File: src/rtl/mem_arbiter_if.sv
// mem_arbiter_if: bundles the fetch channel, the load/store channel and the
// shared memory port of the arbiter.
// Signals:
//   if_req/if_addr -> if_gnt/if_rvalid/if_rdata            fetch channel
//   d_req/d_we/d_addr/d_wdata/d_wstrb -> d_gnt/d_rvalid/d_rdata   data channel
//   mem_en/mem_we/mem_wstrb/mem_addr/mem_wdata -> mem_rdata       memory port
// Modports:
//   master - the arbiter: takes requests, drives grants, responses and the memory port
//   slave  - the core and the memory around it
interface mem_arbiter_if #(
    parameter int AW = 32,
    parameter int DW = 32
);
    logic          if_req;
    logic [AW-1:0] if_addr;
    logic          if_gnt;
    logic          if_rvalid;
    logic [DW-1:0] if_rdata;
    logic          d_req;
    logic          d_we;
    logic [AW-1:0] d_addr;
    logic [DW-1:0] d_wdata;
    logic [3:0]    d_wstrb;
    logic          d_gnt;
    logic          d_rvalid;
    logic [DW-1:0] d_rdata;
    logic          mem_en;
    logic          mem_we;
    logic [3:0]    mem_wstrb;
    logic [AW-1:0] mem_addr;
    logic [DW-1:0] mem_wdata;
    logic [DW-1:0] mem_rdata;

    modport master (
        input  if_req, if_addr, d_req, d_we, d_addr, d_wdata, d_wstrb, mem_rdata,
        output if_gnt, if_rvalid, if_rdata, d_gnt, d_rvalid, d_rdata,
               mem_en, mem_we, mem_wstrb, mem_addr, mem_wdata
    );

    modport slave (
        output if_req, if_addr, d_req, d_we, d_addr, d_wdata, d_wstrb, mem_rdata,
        input  if_gnt, if_rvalid, if_rdata, d_gnt, d_rvalid, d_rdata,
               mem_en, mem_we, mem_wstrb, mem_addr, mem_wdata
    );
endinterface

File: src/rtl/mem_arbiter.sv
// mem_arbiter: round-robin arbiter that shares one fixed-latency memory port
// between the fetch stage and the load/store unit, one transaction at a time.
// Ports:
//   clk   - clock, rising edge
//   rst_n - asynchronous active-low reset; every output is 0 while it is low
//   bus   - mem_arbiter_if.master: fetch and data request/response channels
//           plus the memory port
// Parameters: AW address width, DW data width (32), MEM_LAT read latency 1..4.
module mem_arbiter #(
    parameter int AW      = 32,
    parameter int DW      = 32,
    parameter int MEM_LAT = 1
) (
    input logic           clk,
    input logic           rst_n,
    mem_arbiter_if.master bus
);
    typedef enum logic {IDLE, BUSY} state_t;

    state_t     state_q, state_d;
    logic       owner_q, owner_d;
    logic       last_q, last_d;
    logic       is_wr_q, is_wr_d;
    logic [2:0] lat_cnt_q, lat_cnt_d;

    logic          d_wins, issue, done, wr;
    logic [AW-1:0] addr;
    logic [DW-1:0] wdata;

    // owner/last encode 1 = data port, 0 = fetch port; on a tie the port that
    // did not win last time goes first.
    assign d_wins = bus.d_req && !(bus.if_req && last_q);
    assign issue  = rst_n && state_q == IDLE && (bus.if_req || bus.d_req);
    assign done   = rst_n && state_q == BUSY && lat_cnt_q == 3'(MEM_LAT);
    assign wr     = issue && d_wins && bus.d_we;
    assign addr   = d_wins ? bus.d_addr : bus.if_addr;
    assign wdata  = bus.d_wdata;

    always_comb begin
        state_d   = state_q;
        owner_d   = owner_q;
        last_d    = last_q;
        is_wr_d   = is_wr_q;
        lat_cnt_d = lat_cnt_q;
        if (issue) begin
            state_d   = BUSY;
            owner_d   = d_wins;
            last_d    = d_wins;
            is_wr_d   = wr;
            lat_cnt_d = 3'd1;
        end else if (done) begin
            state_d = IDLE;
        end else if (state_q == BUSY) begin
            lat_cnt_d = lat_cnt_q + 3'd1;
        end
    end

    always_ff @(posedge clk or negedge rst_n) begin
        if (!rst_n) begin
            state_q   <= IDLE;
            owner_q   <= 1'b0;
            last_q    <= 1'b0;
            is_wr_q   <= 1'b0;
            lat_cnt_q <= 3'd0;
        end else begin
            state_q   <= state_d;
            owner_q   <= owner_d;
            last_q    <= last_d;
            is_wr_q   <= is_wr_d;
            lat_cnt_q <= lat_cnt_d;
        end
    end

    assign bus.if_gnt    = issue && !d_wins;
    assign bus.d_gnt     = issue && d_wins;
    assign bus.mem_en    = issue;
    assign bus.mem_we    = wr;
    assign bus.mem_wstrb = wr ? bus.d_wstrb : 4'b0000;
    assign bus.mem_addr  = issue ? addr : '0;
    assign bus.mem_wdata = wr ? wdata : '0;
    assign bus.if_rvalid = done && !owner_q;
    assign bus.d_rvalid  = done && owner_q;
    // Stores are acknowledged with zero data; the memory read bus is ignored.
    assign bus.if_rdata  = (done && !owner_q) ? bus.mem_rdata : '0;
    assign bus.d_rdata   = (done && owner_q && !is_wr_q) ? bus.mem_rdata : '0;
endmodule

File: src/flat_wrapper.sv
// flat-port wrapper written by rule: the top's interface ports become plain ports
module mem_arbiter_flat 
#(
    parameter int AW      = 32,
    parameter int DW      = 32,
    parameter int MEM_LAT = 1
)
  (clk, rst_n, bus_if_req, bus_if_addr, bus_d_req, bus_d_we, bus_d_addr, bus_d_wdata, bus_d_wstrb, bus_mem_rdata, bus_if_gnt, bus_if_rvalid, bus_if_rdata, bus_d_gnt, bus_d_rvalid, bus_d_rdata, bus_mem_en, bus_mem_we, bus_mem_wstrb, bus_mem_addr, bus_mem_wdata);
  mem_arbiter_if #(.AW(AW), .DW(DW)) bus_i ();
  input logic clk;
  input logic rst_n;
  input wire logic [$bits(bus_i.if_req)-1:0] bus_if_req;
  input wire logic [$bits(bus_i.if_addr)-1:0] bus_if_addr;
  input wire logic [$bits(bus_i.d_req)-1:0] bus_d_req;
  input wire logic [$bits(bus_i.d_we)-1:0] bus_d_we;
  input wire logic [$bits(bus_i.d_addr)-1:0] bus_d_addr;
  input wire logic [$bits(bus_i.d_wdata)-1:0] bus_d_wdata;
  input wire logic [$bits(bus_i.d_wstrb)-1:0] bus_d_wstrb;
  input wire logic [$bits(bus_i.mem_rdata)-1:0] bus_mem_rdata;
  output wire logic [$bits(bus_i.if_gnt)-1:0] bus_if_gnt;
  output wire logic [$bits(bus_i.if_rvalid)-1:0] bus_if_rvalid;
  output wire logic [$bits(bus_i.if_rdata)-1:0] bus_if_rdata;
  output wire logic [$bits(bus_i.d_gnt)-1:0] bus_d_gnt;
  output wire logic [$bits(bus_i.d_rvalid)-1:0] bus_d_rvalid;
  output wire logic [$bits(bus_i.d_rdata)-1:0] bus_d_rdata;
  output wire logic [$bits(bus_i.mem_en)-1:0] bus_mem_en;
  output wire logic [$bits(bus_i.mem_we)-1:0] bus_mem_we;
  output wire logic [$bits(bus_i.mem_wstrb)-1:0] bus_mem_wstrb;
  output wire logic [$bits(bus_i.mem_addr)-1:0] bus_mem_addr;
  output wire logic [$bits(bus_i.mem_wdata)-1:0] bus_mem_wdata;
  assign bus_i.if_req = bus_if_req;
  assign bus_i.if_addr = bus_if_addr;
  assign bus_i.d_req = bus_d_req;
  assign bus_i.d_we = bus_d_we;
  assign bus_i.d_addr = bus_d_addr;
  assign bus_i.d_wdata = bus_d_wdata;
  assign bus_i.d_wstrb = bus_d_wstrb;
  assign bus_i.mem_rdata = bus_mem_rdata;
  assign bus_if_gnt = bus_i.if_gnt;
  assign bus_if_rvalid = bus_i.if_rvalid;
  assign bus_if_rdata = bus_i.if_rdata;
  assign bus_d_gnt = bus_i.d_gnt;
  assign bus_d_rvalid = bus_i.d_rvalid;
  assign bus_d_rdata = bus_i.d_rdata;
  assign bus_mem_en = bus_i.mem_en;
  assign bus_mem_we = bus_i.mem_we;
  assign bus_mem_wstrb = bus_i.mem_wstrb;
  assign bus_mem_addr = bus_i.mem_addr;
  assign bus_mem_wdata = bus_i.mem_wdata;
  mem_arbiter #(.AW(AW), .DW(DW), .MEM_LAT(MEM_LAT)) u_core (.clk(clk), .rst_n(rst_n), .bus(bus_i));
endmodule
File: config.mk
export PLATFORM = sky130hd
export DESIGN_NAME = mem_arbiter_flat
export DESIGN_NICKNAME = d
export VERILOG_FILES = /design/src/rtl/mem_arbiter_if.sv /design/src/rtl/mem_arbiter.sv /design/src/flat_wrapper.sv
export SDC_FILE = /design/constraint.sdc
export NUM_CORES = 1
export LEC_CHECK = 0
export CORE_AREA = 2 2 106 108
export CTS_CLUSTER_SIZE = 12
export DETAILED_ROUTE_END_ITERATION = 6
export DIE_AREA = 0 0 108 110
export PLACE_DENSITY = 0.69
export SETUP_SLACK_MARGIN = 0.5
export SYNTH_ARGS = -nofsm -noshare
export SYNTH_HDL_FRONTEND = slang
export SYNTH_SLANG_ARGS = --single-unit
export TNS_END_PERCENT = 20
File: constraint.sdc
create_clock -name clk -period 1.7 [get_ports clk]
set_clock_uncertainty 0.15 [all_clocks]
set_input_delay 0.255 -clock clk [delete_from_list [all_inputs] [get_ports clk]]
set_output_delay 0.255 -clock clk [all_outputs]
set_load 0.005 [all_outputs]
## Word level (Yosys, flattened, before mapping)

Index checks and enable logic that the tools add are counted.

- Flip-flop bits (word level): 6
- Word-level logic and storage cells: 39
- Output and inout port bits: 138
- Bits of input ports: 137

- $add $sub $neg: 1
- Reduce and logical (&&, ||, !) cells: 20
- Bitwise gates (word level): 1
- Muxes and demuxes: 11
- Eq/ne operators: 2

Operators with widths:

| operator | number |
|---|---|
| 32-bit two-way mux | 5 |
| 1-bit logical AND | 12 |
| 3-bit two-way mux | 3 |
| 1-bit zero test | 4 |
| 4-bit two-way mux | 1 |
| 2-bit nonzero test | 2 |
| 3-bit by 1-bit adder with 3-bit output (second input constant) | 1 |
| 3-bit by 1-bit == test with 1-bit output (second input constant) | 1 |
| 1-bit two-way mux | 2 |
| 2-bit by 1-bit inequality test with 1-bit output (second input constant) | 1 |
| 2-bit AND reduction | 1 |
| 1-bit logical OR | 1 |
| 1-bit NOT | 1 |

## Depth between registers and ports, before layout

Gate-level depths: netlist (run 1).

- Word-level depth: 6
- Mapped depth: 6
- Gate-level depth less buffers: 5

## Worst setup path after synthesis (run 1)

Ideal clock, no wire load.

- Path kind: reg2out
- Start: register u_core.lat_cnt_q[1]
- End: output bus_d_rdata[10]
- Path buffers: 1
- Setup slack: 0.029 ns
- Stages on the path, launching flop included: 7
- Data arrival time: 1.266 ns
- Data required time: 1.295 ns
- Cells stage by stage: dfrtp_1 -> inv_1 -> ha_1 -> nand4b_1 -> nor3_2 -> buf_2 -> and2_1

- Word-level cells in the longest chain between the ends: 5

Ends and longest elaborated chain:

| element | line | text |
|---|---|---|
| start: declaration | mem_arbiter.sv:24 | `logic [2:0] lat_cnt_q, lat_cnt_d;` |
| start signal: assignment | mem_arbiter.sv:70 | `lat_cnt_q <= lat_cnt_d;` |
| 3-bit by 1-bit == test with 1-bit output | mem_arbiter.sv:34 | `assign done = rst_n && state_q == BUSY && lat_cnt_q == 3'(MEM_LAT);` |
| 1-bit logical AND | mem_arbiter.sv:34 |  |
| 1-bit logical AND (2 in a row) | mem_arbiter.sv:85 | `assign bus.d_rdata = (done && owner_q && !is_wr_q) ? bus.mem_rdata : '0;` |
| 32-bit two-way mux | mem_arbiter.sv:85 |  |
| end: declaration | flat_wrapper.sv:25 | `output wire logic [$bits(bus_i.d_rdata)-1:0] bus_d_rdata;` |

Every way passes these cells.

## Final worst setup path (run 1)

- Start: register u_core.lat_cnt_q[1]
- End: output bus_d_rdata[20]

Same word-level chain as after synthesis.

==> results of run 1 <==
[cells in the final DEF, fill, tap and decap left out, types with 3 or more instances in the layout]
master,instances
clkdlybuf4s50_1,133
buf_2,59
buf_6,47
and2_1,42
and3_1,34
a22o_1,32
buf_4,27
and2_4,23
clkbuf_2,21
clkdlybuf4s15_2,20
buf_12,12
buf_16,8
dlymetal6s2s_1,6
dfrtp_1,6
clkbuf_16,5
and3_4,4
clkdlybuf4s15_1,4
nand2_1,3
clkbuf_8,3
dlygate4sd2_1,3
[cell usage after synthesis (all sizes together)]
cell type	count	area share
dfrtp	6	0.11
a31o	1	0.0063
and3	38	0.17
and2	65	0.29
ha	2	0.018
a22o	33	0.21
inv	3	0.0081
a21o	1	0.0054
nand2	5	0.014
o21bai	1	0.0054
clkbuf	4	0.011
a221oi	1	0.0063
nor3	1	0.0072
mux2i	1	0.0072
nor2	2	0.0072
a211oi	1	0.0054
or2	1	0.0045
nand3b	1	0.0054
buf	18	0.082
nand2b	1	0.0045
a21oi	1	0.0036
nor2b	1	0.0099
nand4b	1	0.0063
[per-layer routing]
metal | routed length [um] | vias up | track usage
met1 | 4350 | 1311 | 0.164
met4 | 10 | 0 | 0.0156
met3 | 800 | 2 | 0.0341
li1 | - | 1339 | -
met5 | 0 | - | 0
met2 | 5730 | 114 | 0.261
[area by class of cell]
type,count,area (sq um)
multi-input cells,158,1220
repair buffers,348,3450
inverters,3,11.3
clock buffers,3,41.3
flip-flops and latches,6,150
fillers,1016,5640
well taps,140,175
[flip-flops by register name, summed over array words and instances (netlist names)]
| register | flops |
|---|---|
| u_core.lat_cnt_q | 3 |
| u_core.is_wr_q | 1 |
| u_core.owner_q | 1 |
| u_core.state_q | 1 |
[cell families (layout without fill, tap and decap cells)]
kind of cell | after synthesis | after routing
buf+inv | 25 | 354
compound gates | 39 | 39
simple gates | 116 | 116
fa+ha+maj | 2 | 2
flops | 6 | 6
mux | 1 | 1
[worst max-delay path, cell delays in order, from the launching register on]
cell and delay, ns:
dfrtp_1 0.38, inv_2 0.09, ha_4 0.14, nand4b_1 0.17
buf_4 0.19, nor3_4 0.22, buf_6 0.14, clkbuf_16 0.12
buf_8 0.11, buf_6 0.09, and2_4 0.13, buf_6 0.09
[worst min-delay path by stage]
stage	to	cells after the start	slack (ns)
after floorplan	u_core.is_wr_q	0	-0.19
after global placement	u_core.owner_q	1	0.31
after detailed placement	u_core.owner_q	1	0.32
after CTS	u_core.owner_q	2	0.34
after global routing	u_core.is_wr_q	3	0.18
final	u_core.is_wr_q	3	0.15
[stage by stage]
stage	setup TNS, ns	hold slack, ns	utilization	setup WS [ns]
5_1_grt	-77.28	0.176	0.473	-0.904
2_1_floorplan	0	-0.191	-	0.0291
4_1_cts	-76.84	0.342	0.445	-0.871
6_report	-67.33	0.154	0.473	-0.807
3_5_place_dp	-116.62	0.321	0.411	-0.969
3_3_place_gp	-110.91	0.314	0.411	-0.932
[power by group through the flow]
stage | Combinational, uW | Clock (uW) | Sequential, uW
2_1_floorplan | 610 | 0 | 270
3_3_place_gp | 1730 | 0 | 265
3_5_place_dp | 1760 | 0 | 267
4_1_cts | 2090 | 220 | 258
5_1_grt | 2610 | 226 | 281
6_report | 2450 | 218 | 274
[timing repair]
| item | in CTS | in global routing |
|---|---|---|
| pin swaps | 17 | 28 |
| buffers inserted | 17 | 20 |
| cloned | 8 | 6 |
| setup endpoints to repair | 144 | 144 |
| resized for setup | 280 | 243 |
| hold endpoints to repair | 6 | 1 |
| hold buffers | 1 | 1 |
==> out/qor.yml, run 1 <==
synthAdderAreaFrac: 0.0181
grt_pass1_vias: 2470
yosysSeqAreaShare: 0.108
first_pass_iters: 4
slew_violations: 0
dpl.hpwl_um: 7220
start_util: 0.129
drtIter0Drc: 84
comb_power_share: 0.833
critPathCapture: "bus_d_rdata[20]"
synthSimpleGateAreaFrac: 0.524
arrival_ns: 2.10
placed_cells: 602
drcViolationCount: 0
switching_share: 0.334
postLayoutSetupSlackWorst_ns: -0.807
dieArea_sq_um: 11900
core_sq_um: 10700
port_buffers: 274
vias: 2766
synth.cell_area_sq_um: 1390
ys_types: 26
min_period_ns: 2.51
max_freq_mhz: 399
ff2ff_setup_slack_ns: 0.14
clk_latency_ns: 0.22
peakVddDrop_uv: 529
grt.overflow.total: 0
die_y_um: 110
synth_compound_area_frac: 0.241
drt-total-wl_um: 10900
rr_startpoint: "u_core.owner_q"
crit_type: "reg -> out"
avgSynthCellArea_sq_um: 7.33
cp.required_ns: 1.29
hp-class: "in -> async"
critPathCaptureType: "output port"
seq_power_share: 0.093
final_antenna_net_count: 0
r2r-end: "u_core.is_wr_q"
clockBufferDepth: 2
gp_congestion: 0.785
outcome: "complete, but fails checks"
synthesis.instances: 189
p_leak_uw: 0.00263
design_power_total_uw: 2940
synth_mux_area_frac: 0.00723
drive_gt1_frac: 0.469
avgViaCountPerCell: 4.20
antenna_found_initial: 0
hold_viol_final: 0
cts_made_buffers: 3
syn_nets: 328
grt_start_max_net_pins: 38
nets: 659
rsz0062_at_grt: "yes"
p_sw_uw: 983
pin_count: 275
synthToLayoutAreaGrowth_pct: 265
clock_sinks: 6
intPower_uw: 1960
antennaDiodeCount: 0
num_rows: 38
setup_violations: 138
reg2regPathDepth: 6
post-route-cell-area_sq_um: 5060
synthXorXnorAreaFrac: 0
cts_root_buf: "clkbuf_8"
worstSetupStartpoint: "u_core.lat_cnt_q[1]"
ys_seq_elements: 6
grt_usage: 0.139
relSlewSlack: 0.856
dpl-instance-area_sq_um: 4400
path_clk_slew_ns: 0.04
grt_pass1_wl_um: 13100
fin_crit_sh: 1.47
p_clk_frac: 0.074
wl_per_cell_um: 16.5
maxCapViolations: 0
violations: "setup timing"
path_max_fanout: 7
htreeDepth: 1
worstSetupStartpointType: "flop"
p_per_area_nw_per_um2: 582
fin_cells: 658
cts_tree: "done"
synth_top_family_by_area: "simple AND/OR/NAND/NOR gates"
yosys_warnings: 0
die_width_um: 108
worst_pin_slew_ns: 0.216
Power figures use the tool's default switching activity.
==> run 2, diff against run 1 <==
--- a/config.mk
+++ b/config.mk
@@ -5,6 +5,7 @@
 export SDC_FILE = /design/constraint.sdc
 export NUM_CORES = 1
 export LEC_CHECK = 0
+export CAP_MARGIN = 10
 export CORE_AREA = 2 2 106 108
 export CTS_CLUSTER_SIZE = 12
 export DETAILED_ROUTE_END_ITERATION = 6
==> results of run 2 <==
Final layout, timing and power as in run 1 (identical DEF).
